===== src/rtl/cache_req_sequencer.sv =====
// Issues NUM_REQ sequential single-outstanding read requests to a cache and tallies hits/misses.
// Optional feature: define CACHE_REQ_CHECKSUM_EN to add a 32-bit running sum of resp_data.
module cache_req_sequencer #(
  parameter int ADDR_W     = 15,
  parameter int NUM_REQ    = 8192,
  parameter int START_ADDR = 1024
) (
  input  logic              clk,
  input  logic              rst_n,
  input  logic              start,
  output logic              req_valid,
  output logic [ADDR_W-1:0] req_addr,
  input  logic              req_ready,
  input  logic              resp_valid,
  input  logic              resp_hit,
  input  logic [31:0]       resp_data,
  output logic              busy,
  output logic              done,
  output logic [15:0]       hit_count,
  output logic [15:0]       miss_count
`ifdef CACHE_REQ_CHECKSUM_EN
  ,
  output logic [31:0]       checksum
`endif
);

  typedef enum logic [1:0] {IDLE, ISSUE, WAIT, DONE} state_t;

  localparam logic [ADDR_W-1:0] START_A  = ADDR_W'(START_ADDR);
  localparam logic [15:0]       LAST_REQ = 16'(NUM_REQ);

  state_t            state, state_n;
  logic [ADDR_W-1:0] addr_n;
  logic [15:0]       issued, issued_n;
  logic [15:0]       hits_n, misses_n;

`ifdef CACHE_REQ_CHECKSUM_EN
  logic [31:0] csum_n;
`else
  // resp_data only feeds the checksum; fold it into a deliberately unused net.
  logic unused_resp_data;
  assign unused_resp_data = ^resp_data;
`endif

  always_ff @(posedge clk or negedge rst_n) begin
    if (!rst_n) begin
      state      <= IDLE;
      req_addr   <= '0;
      issued     <= '0;
      hit_count  <= '0;
      miss_count <= '0;
`ifdef CACHE_REQ_CHECKSUM_EN
      checksum   <= '0;
`endif
    end else begin
      state      <= state_n;
      req_addr   <= addr_n;
      issued     <= issued_n;
      hit_count  <= hits_n;
      miss_count <= misses_n;
`ifdef CACHE_REQ_CHECKSUM_EN
      checksum   <= csum_n;
`endif
    end
  end

  always_comb begin
    state_n  = state;
    addr_n   = req_addr;
    issued_n = issued;
    hits_n   = hit_count;
    misses_n = miss_count;
`ifdef CACHE_REQ_CHECKSUM_EN
    csum_n   = checksum;
`endif
    case (state)
      IDLE, DONE: begin
        if (start) begin
          state_n  = ISSUE;
          addr_n   = START_A;
          issued_n = '0;
          hits_n   = '0;
          misses_n = '0;
`ifdef CACHE_REQ_CHECKSUM_EN
          csum_n   = '0;
`endif
        end
      end
      ISSUE: begin
        if (req_ready) state_n = WAIT;
      end
      WAIT: begin
        if (resp_valid) begin
          issued_n = issued + 16'd1;
          // Address arithmetic is ADDR_W wide, so it wraps to 0 on its own.
          addr_n   = req_addr + 1'b1;
          if (resp_hit) begin
            if (hit_count != '1) hits_n = hit_count + 16'd1;
          end else begin
            if (miss_count != '1) misses_n = miss_count + 16'd1;
          end
`ifdef CACHE_REQ_CHECKSUM_EN
          csum_n   = checksum + resp_data;
`endif
          state_n  = (issued_n == LAST_REQ) ? DONE : ISSUE;
        end
      end
      default: state_n = IDLE;
    endcase
  end

  assign req_valid = (state == ISSUE);
  assign busy      = (state == ISSUE) || (state == WAIT);
  assign done      = (state == DONE);

endmodule


===== config.mk =====
export PLATFORM = sky130hd
export DESIGN_NAME = cache_req_sequencer
export DESIGN_NICKNAME = d
export VERILOG_FILES = /design/src/rtl/cache_req_sequencer.sv
export SDC_FILE = /design/constraint.sdc
export NUM_CORES = 1
export LEC_CHECK = 0
export CAP_MARGIN = 10
export CORE_MARGIN = 2
export CORE_UTILIZATION = 50
export DETAILED_ROUTE_END_ITERATION = 6
export HOLD_SLACK_MARGIN = 0.05
export PLACE_DENSITY = 0.8
export SYNTH_ARGS = -nofsm -noshare
export SYNTH_HDL_FRONTEND = slang
export SYNTH_SLANG_ARGS = --single-unit

===== constraint.sdc =====
create_clock -name clk -period 2.9 [get_ports clk]
set_input_delay 0.435 -clock clk [delete_from_list [all_inputs] [get_ports clk]]
set_output_delay 0.435 -clock clk [all_outputs]
set_load 0.005 [all_outputs]

==> impl_metrics.csv, run 1 <==
group,metric,value,unit
logic_synthesis,ys_async_sr_fraction,100.0,%
route,vias_per_cell,6.028,
status,outcome,"finished, final reports clean",
critical_path,crit_path_end_kind,"flip-flop",
floorplan,io_pins,88,
logic_synthesis,synthMuxAreaShare,1.641,%
power,powerDensity,573.0,nW/um^2
logic_synthesis,synth_ff_type,"dfrtp_1",
timing,finalHoldViolCount,0,
logic_synthesis,yosys.area_share.xor_xnor,6.564,%
logic_synthesis,synthCells,422,
timing,slew_headroom,50.13,%
power,p_leak,1.803,nW
cells_and_area,final_net_count,516,
grt,grt_pass1_wl,15270,um
timing,period_needed,2.467,ns
floorplan,num_rows,31,
logic_synthesis,ys_types,44,
timing,slew_viol_final,0,
logic_synthesis,yosysSeqAreaShare,43.54,%
cts,cts_buffer_depth,2,
cells_and_area,multiInputGateArea,1983,sq um
logic_synthesis,yosysTopAreaCellShare,43.54,%
critical_path,slowest_delay,0.47,ns
floorplan,die_x,90.44,um
logic_synthesis,synth_compound_area_share,13.80,%
floorplan,dieArea,8179,sq um
cts,path_clk_slew,0.08,ns
power,p_sw,1.005,mW
critical_path,rr_endpoint,"hit_count[11]",
critical_path,r2r_cells,7,
power,p_seq_share,39.8,%
route,antenna_left,0,
logic_synthesis,synth_top_family_by_area,"simple AND/OR/NAND/NOR gates",
critical_path,criticalPathCategory,"flip-flop to flip-flop",
logic_synthesis,synth_warnings,0,
logic_synthesis,ys_seq_elements,65,
critical_path,critical_path.max_fanout,6,
cts,cts_resized,0,
cells_and_area,post-route-util,62.60,%
critical_path,r2r-start,"state[0]",
placement,hpwl,6270,um
placement,dp_cells,558,
logic_synthesis,yosysMostFrequentCell,"dfrtp_1",
route,drc,0,
cells_and_area,regArea,1627,sq um
logic_synthesis,yosys-top-cells-area,"dfrtp_1, o21ai_0, xnor2_1, nand2_1, nand3_1",
logic_synthesis,synth_simple_gate_area_share,28.33,%
critical_path,slowest_stage,"nor4_2",
critical_path,worstPathRequired,3.19,ns
grt,grt_overflow_total,0,
logic_synthesis,syn_area,3736,sq um
timing,setup_violations,0,
cts,cts_hold_buf,0,
timing,fin_crit_sh,85.08,%
grt,antenna_found_initial,0,
logic_synthesis,ys_top_cells_by_count,"dfrtp_1, nand2_1, o21ai_0",
cts,clock_latency,0.35,ns
grt,grt_max_degree,37,
timing,max_freq,405.3,MHz
timing,worst_slew_pin_slew,0.7412,ns
cells_and_area,finalNonFillerCells,574,
cts,root_buffer,"clkbuf_8",
cts,cts_setup_buffers,0,
floorplan,coreArea,7253,sq um
logic_synthesis,syn-num-nets,468,
grt,grt_use_total,22.68,%
cells_and_area,area_growth,21.53,%
timing,fin_tns_setup,0,ns
placement,io_buffers,55,
logic_synthesis,synth_edf_count,0,
critical_path,critical_path.cell_chain,"inv_1 > ha_1 > mux2i_1 > nor4_2 > o21ai_1 > or4_1 > nand2_1",
cts,htree_levels,3,
route,vias,3460,
route,first_iter_violations,157,
cells_and_area,drive_gt1_share,5.474,%
power,ir_worst_vdd,0.0004458,V
logic_synthesis,synthAdderAreaFrac,2.679,%
cts,cts_made_buffers,9,
power,power_frac_comb,34.2,%
floorplan,die-height,90.44,um
logic_synthesis,synth_area_leader_cell,"dfrtp_1",
placement,gp_congestion,0.8750,
floorplan,initial_utilization,51.51,%
power,switching_share,38.64,%
route,wl_per_cell,15.51,um
critical_path,cp.arrival,2.76,ns
timing,rsz0062_at_grt,"no",
critical_path,crit_path_start_kind,"flip-flop",
power,clockPowerShare,26.0,%
timing,fin_skew,0.005653,ns
cells_and_area,fillers,617,
logic_synthesis,avgSynthCellArea,8.853,sq um
route,drt_wl_total,8904,um
critical_path,regToRegSetupSlack,0.43,ns
cts,cts.sinks,65,
grt,grt_pass1_vias,3281,
hold_path,min_path_type,"input port to asynchronous set/reset pin",
cells_and_area,antenna_cells,0,
cts,cts_tree,"yes",
power,p_int,1.596,mW
route,dr.pass1.iters,5,
flow_run,drv_cap,0,
power groups by stage:
stage / Clock [mW] / Sequential, mW / Combinational, mW
5_1_grt: 0.735 / 1.04 / 0.980
4_1_cts: 0.693 / 1.03 / 0.894
3_3_place_gp: 0 / 1.04 / 0.860
2_1_floorplan: 0 / 1.03 / 0.556
6_report: 0.677 / 1.03 / 0.890
3_5_place_dp: 0 / 1.05 / 0.894
state kept, by name, summed over array words and instances, names as in the netlist:
register / count
hit_count: 16
miss_count: 16
req_addr: 15
state: 2
issued: 16
cell usage in the layout (no fill, tap or decap), drive strengths merged, types with 12 or more instances in the layout:
cell / Yosys / routed
a21oi: 17 / 17
clkdlybuf4s50: 0 / 54
dfrtp: 65 / 65
inv: 11 / 12
nand2: 40 / 40
nand2b: 13 / 13
nand3: 30 / 30
nand4: 21 / 21
nor2: 32 / 32
o21ai: 36 / 36
xnor2: 19 / 19
worst max-delay path by stage:
| stage | from | to | slack, ns | cells past startpoint |
|---|---|---|---|---|
| 2_1_floorplan | state[0] | req_addr[7] | 0.70 | 7 |
| 3_3_place_gp | start | req_addr[7] | 0.43 | 5 |
| 3_5_place_dp | start | req_addr[11] | 0.43 | 6 |
| 4_1_cts | state[0] | req_addr[7] | 0.45 | 6 |
| 5_1_grt | state[0] | miss_count[13] | 0.27 | 7 |
| 6_report | state[0] | hit_count[11] | 0.43 | 7 |
critical path: cells and delay by family, from the launching register on:
kind            cells  cell delay (ns)
compound gates      1             0.25
fa+ha+maj           1             0.39
flops               1             0.44
simple gates        3             1.00
mux                 1             0.26
buf+inv             1             0.07
through the flow:
step | area (sq um) | setup WS [ns] | power (mW) | hold WS, ns
6_report | 4541 | 0.4327 | 2.602 | 0.1230
5_1_grt | 4541 | 0.2688 | 2.759 | 0.1699
4_1_cts | 4541 | 0.4473 | 2.618 | 0.1370
3_5_place_dp | 4370 | 0.4264 | 1.941 | 0.5153
3_3_place_gp | 4370 | 0.4327 | 1.903 | 0.5181
2_1_floorplan | 3736 | 0.7018 | 1.591 | 0.1394
layer usage:
layer	up-vias	part of all wire, %	track usage, %
li1	1646	-	-
met1	1661	44	29.37
met2	134	47	36.15
met3	19	6.2	4.257
met4	0	2.0	12.18
met5	-	0	0
logic make-up after synthesis:
family                   count (synthesis)
AND/OR/NAND/NOR                        197
AO/OA/AOI/OAI                           84
flip-flops                              65
buffers and inverters                   34
XOR/XNOR                                28
adder cells (fa/ha/maj)                  8
multiplexers                             6
cell type report:
cell class	count	share of cell area, %
Timing Repair Buffer	60	13.12
Clock buffer	9	2.728
Clock inverter	7	1.020
Inverter	11	0.9093
Sequential cell	65	35.82
Tap cell	99	2.728
Multi-Input combinational cell	323	43.68
(Power assumes the default switching activity.)
==> run 2, diff against run 1 <==
--- a/config.mk
+++ b/config.mk
@@ -6,7 +6,7 @@
 export NUM_CORES = 1
 export LEC_CHECK = 0
 export CAP_MARGIN = 10
-export CORE_MARGIN = 2
+export CORE_MARGIN = 4
 export CORE_UTILIZATION = 50
 export DETAILED_ROUTE_END_ITERATION = 6
 export HOLD_SLACK_MARGIN = 0.05
==> run 2 against run 1 <==
Compared with the run above:
- routed wire length increased by 3.2%
- count of clock-buffer cells in the layout increased by 1
- via count about the same
- clock power increased by 31%
- clock skew increased by 0.0055 ns
- maximum frequency decreased by 0.81%
- total power increased by 7.6%
- cell count increased by 0.35%
- critical path type unchanged
- critical endpoint is now hit_count[15]
==> impl_metrics.csv, run 2 (same netlist as run 1, synthesis figures left out) <==
group,metric,value,unit
status,outcome,"finished, final reports clean",
timing,slew_headroom,45.68,%
placement,io_buffers,55,
timing,fin_crit_sh,85.78,%
cts,clock_latency,0.34,ns
timing,setup_violations,0,
route,first_iter_violations,173,
critical_path,startpoint,"state[0]",
cts,path_clk_slew,0.08,ns
hold_path,min_path_type,"input port to asynchronous set/reset pin",
grt,grt_use_total,21.89,%
timing,max_freq,402.0,MHz
critical_path,crit_buf_inv,1,
critical_path,slowest_stage,"nor4_2",
floorplan,dieArea,8919,sq um
power,ir_worst_vdd,0.0004479,V
route,drc,0,
cells_and_area,post-route-util,63.46,%
critical_path,cp_top_family,"simple AND/OR/NAND/NOR gates",
power,p_leak,1.838,nW
timing,holdWs,0.5421,ns
power,p_sw,1.008,mW
cells_and_area,final_common_cell,"dfrtp_1",
critical_path,critical_path.max_fanout,6,
timing,slew_viol_final,0,
critical_path,worstPathRequired,3.17,ns
critical_path,cp.arrival,2.76,ns
critical_path,rr_endpoint,"hit_count[15]",
cells_and_area,drive_gt1_share,5.660,%
power,p_seq_share,36.9,%
placement,place_area,4365,sq um
cells_and_area,area_growth,23.21,%
critical_path,crit_path_end_kind,"flip-flop",
cells_and_area,antenna_cells,0,
timing,rsz0062_at_grt,"no",
timing,fin_tns_setup,0,ns
timing,period_needed,2.488,ns
route,dr.pass1.iters,4,
cts,root_buffer,"clkbuf_8",
power,clockPowerShare,31.6,%
route,antenna_left,0,
critical_path,regToRegSetupSlack,0.41,ns
route,vias,3462,
timing,fin_skew,0.01112,ns
floorplan,initial_utilization,51.51,%
floorplan,die_x,94.44,um
cts,cts_tree,"yes",
power,switching_share,36.00,%
cells_and_area,fin_area,4603,sq um
power,power_frac_comb,31.5,%
floorplan,coreArea,7253,sq um
grt,grt_max_degree,35,
cts,cts_buffer_depth,2,
grt,grt_overflow_total,0,
placement,hpwl,6678,um
floorplan,io_pins,88,
grt,antenna_found_initial,0,
placement,gp_congestion,0.9254,
power,powerDensity,608.1,nW/um^2
floorplan,die-height,94.44,um
critical_path,r2r-start,"state[0]",
cells_and_area,top_regs,"hit_count x16, issued x16, miss_count x16",
cts,htree_levels,3,
cells_and_area,final_net_count,518,
floorplan,num_rows,31,
critical_path,critical_path.cell_chain,"inv_1 > ha_1 > mux2i_1 > nor4_2 > o21ai_1 > or3_1 > a21oi_1",
route,vias_per_cell,6.010,
grt,grt_pass1_wl,15720,um
critical_path,crit_path_start_kind,"flip-flop",
flow_run,drv_cap,0,
timing,worst_slew_pin_slew,0.8073,ns
cts,cts_setup_buffers,0,
cts,cts_made_buffers,9,
critical_path,slowest_delay,0.50,ns
cts,cts.sinks,65,
route,wl_per_cell,15.96,um
critical_path,r2r_cells,7,
timing,finalHoldViolCount,0,
power,p_int,1.792,mW
critical_path,criticalPathCategory,"flip-flop to flip-flop",
grt,grt_pass1_vias,3327,
power,power,2.799,mW
cells_and_area,layout_common_cells,"dfrtp_1, clkdlybuf4s50_1, nand2_1, o21ai_0, nor2_1",
route,drt_wl_total,9193,um
run 2: layout make-up:
type,instances,area [sq um]
Clock buffer,10,137.6
Tap cell,99,123.9
Inverter,11,41.29
Sequential cell,65,1627
Timing Repair Buffer,62,600.6
Fill cell,611,2650
Clock inverter,6,90.09
Multi-Input combinational cell,323,1983
run 2: how the worst max path moves through the flow:
| stage | endpoint | slack (ns) | cells after the start |
|---|---|---|---|
| CTS | hit_count[15] | 0.42 | 7 |
| finish | hit_count[15] | 0.41 | 7 |
| detailed placement | hit_count[15] | 0.37 | 6 |
| global placement | req_addr[7] | 0.42 | 5 |
| floorplan | req_addr[7] | 0.70 | 7 |
| global route | hit_count[15] | 0.25 | 7 |
run 2: power by group through the flow:
stage	clock (mW)	combinational, mW	sequential [mW]
6_report	0.886	0.881	1.03
5_1_grt	0.941	0.991	1.04
4_1_cts	0.899	0.887	1.03
3_5_place_dp	0	0.887	1.05
3_3_place_gp	0	0.859	1.04
2_1_floorplan	0	0.556	1.03
run 2: worst register-to-register path, cell delays in order, from the launching register on:
cell and delay, ns:
dfrtp_1 0.44, inv_1 0.07, ha_1 0.39, mux2i_1 0.26, nor4_2 0.50, o21ai_1 0.25
or3_1 0.36, a21oi_1 0.14
run 2: stage by stage:
step / std cells / worst slack [ns]
3_3_place_gp: 559 / 0.4229
2_1_floorplan: 422 / 0.7018
4_1_cts: 576 / 0.4177
3_5_place_dp: 559 / 0.3722
6_report: 576 / 0.4125
5_1_grt: 576 / 0.2544
run 2: timing repair:
action,in CTS,in global routing
hold buffers,1,0
setup endpoints to repair,0,0
hold endpoints to repair,13,0
gates resized for setup,0,0
run 2: per-layer routing:
| layer | GRT usage [%] | vias up | wire length (um) |
|---|---|---|---|
| met5 | 0 | - | 0 |
| met1 | 28.64 | 1691 | 4066 |
| met3 | 3.825 | 13 | 488 |
| met4 | 9.747 | 0 | 156 |
| li1 | - | 1652 | - |
| met2 | 35.58 | 106 | 4481 |
==> patch: new RTL, config.mk and constraints of run 2 <==
The option `CACHE_REQ_CHECKSUM_EN` is turned on by a define.
--- a/src/rtl/cache_req_sequencer.sv
+++ b/src/rtl/cache_req_sequencer.sv
@@ -2,2 +2,4 @@
 // Optional feature: define CACHE_REQ_CHECKSUM_EN to add a 32-bit running sum of resp_data.
+`define CACHE_REQ_CHECKSUM_EN
+
 module cache_req_sequencer #(
Behaviour (old outputs only; new: checksum): unchanged (Yosys induction, for registers that start in step).
==> patch against run 2 <==
  * Sequential cell count is 32 higher
  * Final area is 81% higher
  * Highest routed layer unchanged
  * Total power is 120% higher
  * Sequential power is 73% higher
  * Wire length is 84% higher
  * Die area is 63% higher
  * Synthesized cell count is 72% higher
  * Worst hold slack worse by 0.041 ns
  * Critical endpoint is now checksum[30]
  * Clock power is 29% higher
  * Area after synthesis is 70% higher
  * Critical path depth is 4 higher
  * Global-route usage is 1.7 points higher
  * Worst setup slack worse by 0.29 ns
==> patch: results (changes against run 2) <==
stage;metric;value;unit;change
finish;nFillCells;994;;was 611
yosys;synth_nets;805;;was 468
cts;worstSkewPairLatency;0.35;ns;
yosys;yosys-top-cells-area;dfrtp_1 38%, ha_1 7.7%, nand2_1 4.7%;;was dfrtp_1 44%, o21ai_0 4.6%, xnor2_1 4.5%
yosys;netlist_top_cells_count;97 x dfrtp_1, 79 x nand2_1, 69 x nor2_1, 55 x a21oi_1, 53 x o21ai_0;;was 65 x dfrtp_1, 40 x nand2_1, 34 x o21ai_0, 32 x nor2_1, 30 x nand3_1
place;globalplace.congestion;0.896;;was 0.925
worst_hold_path;min_path_cells;3;;
power;switching_share;0.423;;was 0.360
yosys;yosysWarnings;0;;unchanged
routing;wl;17000;um;was 9190 um
cts;numCtsBuffers;9;;unchanged
cts;root_buffer;clkbuf_16;;was clkbuf_8
worst_setup_path;crit_fanout;3;;was 6
cts;h-tree-depth;3;;unchanged
worst_setup_path;crit_arrival;3.01;ns;was 2.76 ns
run_status;outcome;complete, no violations;;unchanged
place;dpl.hpwl;12600;um;was 6680 um
place;placed_area;0.00798;mm2;was 0.00437 mm2
yosys;synth_cell_types;63;;was 44
worst_hold_path;min_path_type;in2reg;;was in2async
global_routing;grt_start_max_net_pins;62;;was 35
worst_setup_path;rr_worst_depth;11;;was 7
sta;fin_skew;0.00923;ns;was 0.0111 ns
power;power.leakage;3.69;nW;was 1.84 nW
finish;nNetsFinal;954;;was 518
finish;drive_gt1_frac;0.103;;was 0.0566
cts;clock_path_buffers;2;;unchanged
global_routing;antenna_found_initial;0;;unchanged
cts;cts.clk_slew.worst_paths;0.07;ns;
yosys;ys_seq_area_frac;0.382;;was 0.435
global_routing;use_met3;0.0309;;was 0.0382
finish;regMostFlops;checksum;;
global_routing;use_met1;0.296;;was 0.286
global_routing;grt_usage;0.236;;was 0.219
finish;largest_register_ffs;32;;
routing;firstDrtPassIters;5;;was 4
place;port_buffers;119;;was 55
routing;first_iter_violations;488;;was 173
global_routing;use_met2;0.407;;was 0.356
routing;vias;6121;;was 3462
sta;slew_headroom;0.605;;was 0.457
power;ir_drop;0.000424;V;was 0.000448 V
finish;antenna_cells;0;;unchanged
global_routing;grt_pass1_wl;28400;um;was 15700 um
==> patch: worst paths after layout <==
check / from / end / slack, ns
max: checksum[0] / checksum[30] / 0.13
min: resp_data[0] / checksum[0] / 0.50
max in group asynchronous: rst_n / issued[3] / 1.64
min reg2reg: checksum[12] / checksum[12] / 0.51
max reg2reg: checksum[0] / checksum[30] / 0.13
min in group asynchronous: rst_n / miss_count[8] / 0.58
==> patch: metal layers <==
metal	vias up	wire length, um
li1	2928	-
met1	2954	7410
met2	202	8310
met3	37	753
met4	0	489
met5	-	0
==> patch: area by class of cell <==
cell class,instances,share of cell area
Clock inverter,7,0.00630
Sequential cell,97,0.291
Clock buffer,9,0.0270
Timing Repair Buffer,167,0.188
Multi-Input combinational cell,578,0.452
Inverter,23,0.0104
Tap cell,168,0.0252
==> patch: worst max-delay path: stages, from the launching register on <==
cell and delay (ns):
dfrtp_1 0.39, ha_2 0.20, inv_2 0.04, fa_2 0.40
nand2b_4 0.17, a2111oi_4 0.35, nor2_2 0.08, a21o_1 0.20
a211oi_4 0.30, o21ai_2 0.08, a21o_1 0.19, a32o_1 0.25
==> patch: power by group through the flow <==
stage / Combinational (mW) / Sequential, mW / Clock (mW)
floorplan: 1.89 / 1.75 / 0
global placement: 3.04 / 1.78 / 0
detailed placement: 3.14 / 1.79 / 0
CTS: 3.15 / 1.77 / 1.16
global route: 3.53 / 1.80 / 1.22
finish: 3.22 / 1.78 / 1.14
==> patch: kinds of logic after synthesis <==
group | Yosys count | share of synthesized area
xor+xnor | 56 | 0.0773
compound gates | 212 | 0.220
mux | 5 | 0.00828
fa+ha+maj | 40 | 0.0800
simple gates | 265 | 0.201
flops | 97 | 0.382
buf+inv | 52 | 0.0311
==> patch: per-stage QoR <==
step | instances | TNS, ns | util | hold WS, ns | setup WS [ns]
after floorplan | 727 | 0 | - | 0.139 | 0.170
after global placement | 1028 | -2.47 | 0.654 | 0.421 | -0.293
after detailed placement | 1028 | -3.83 | 0.654 | 0.423 | -0.368
after CTS | 1045 | 0 | 0.677 | 0.518 | 0.0103
after global routing | 1049 | 0 | 0.683 | 0.512 | 0.00209
final | 1049 | 0 | 0.683 | 0.502 | 0.126
==> patch: timing repair <==
action	CTS	global route
hold buffers	1	0
endpoints found under the setup margin	0	11
endpoints found under the hold margin	8	0
setup buffers	0	4
gates resized for setup	0	9
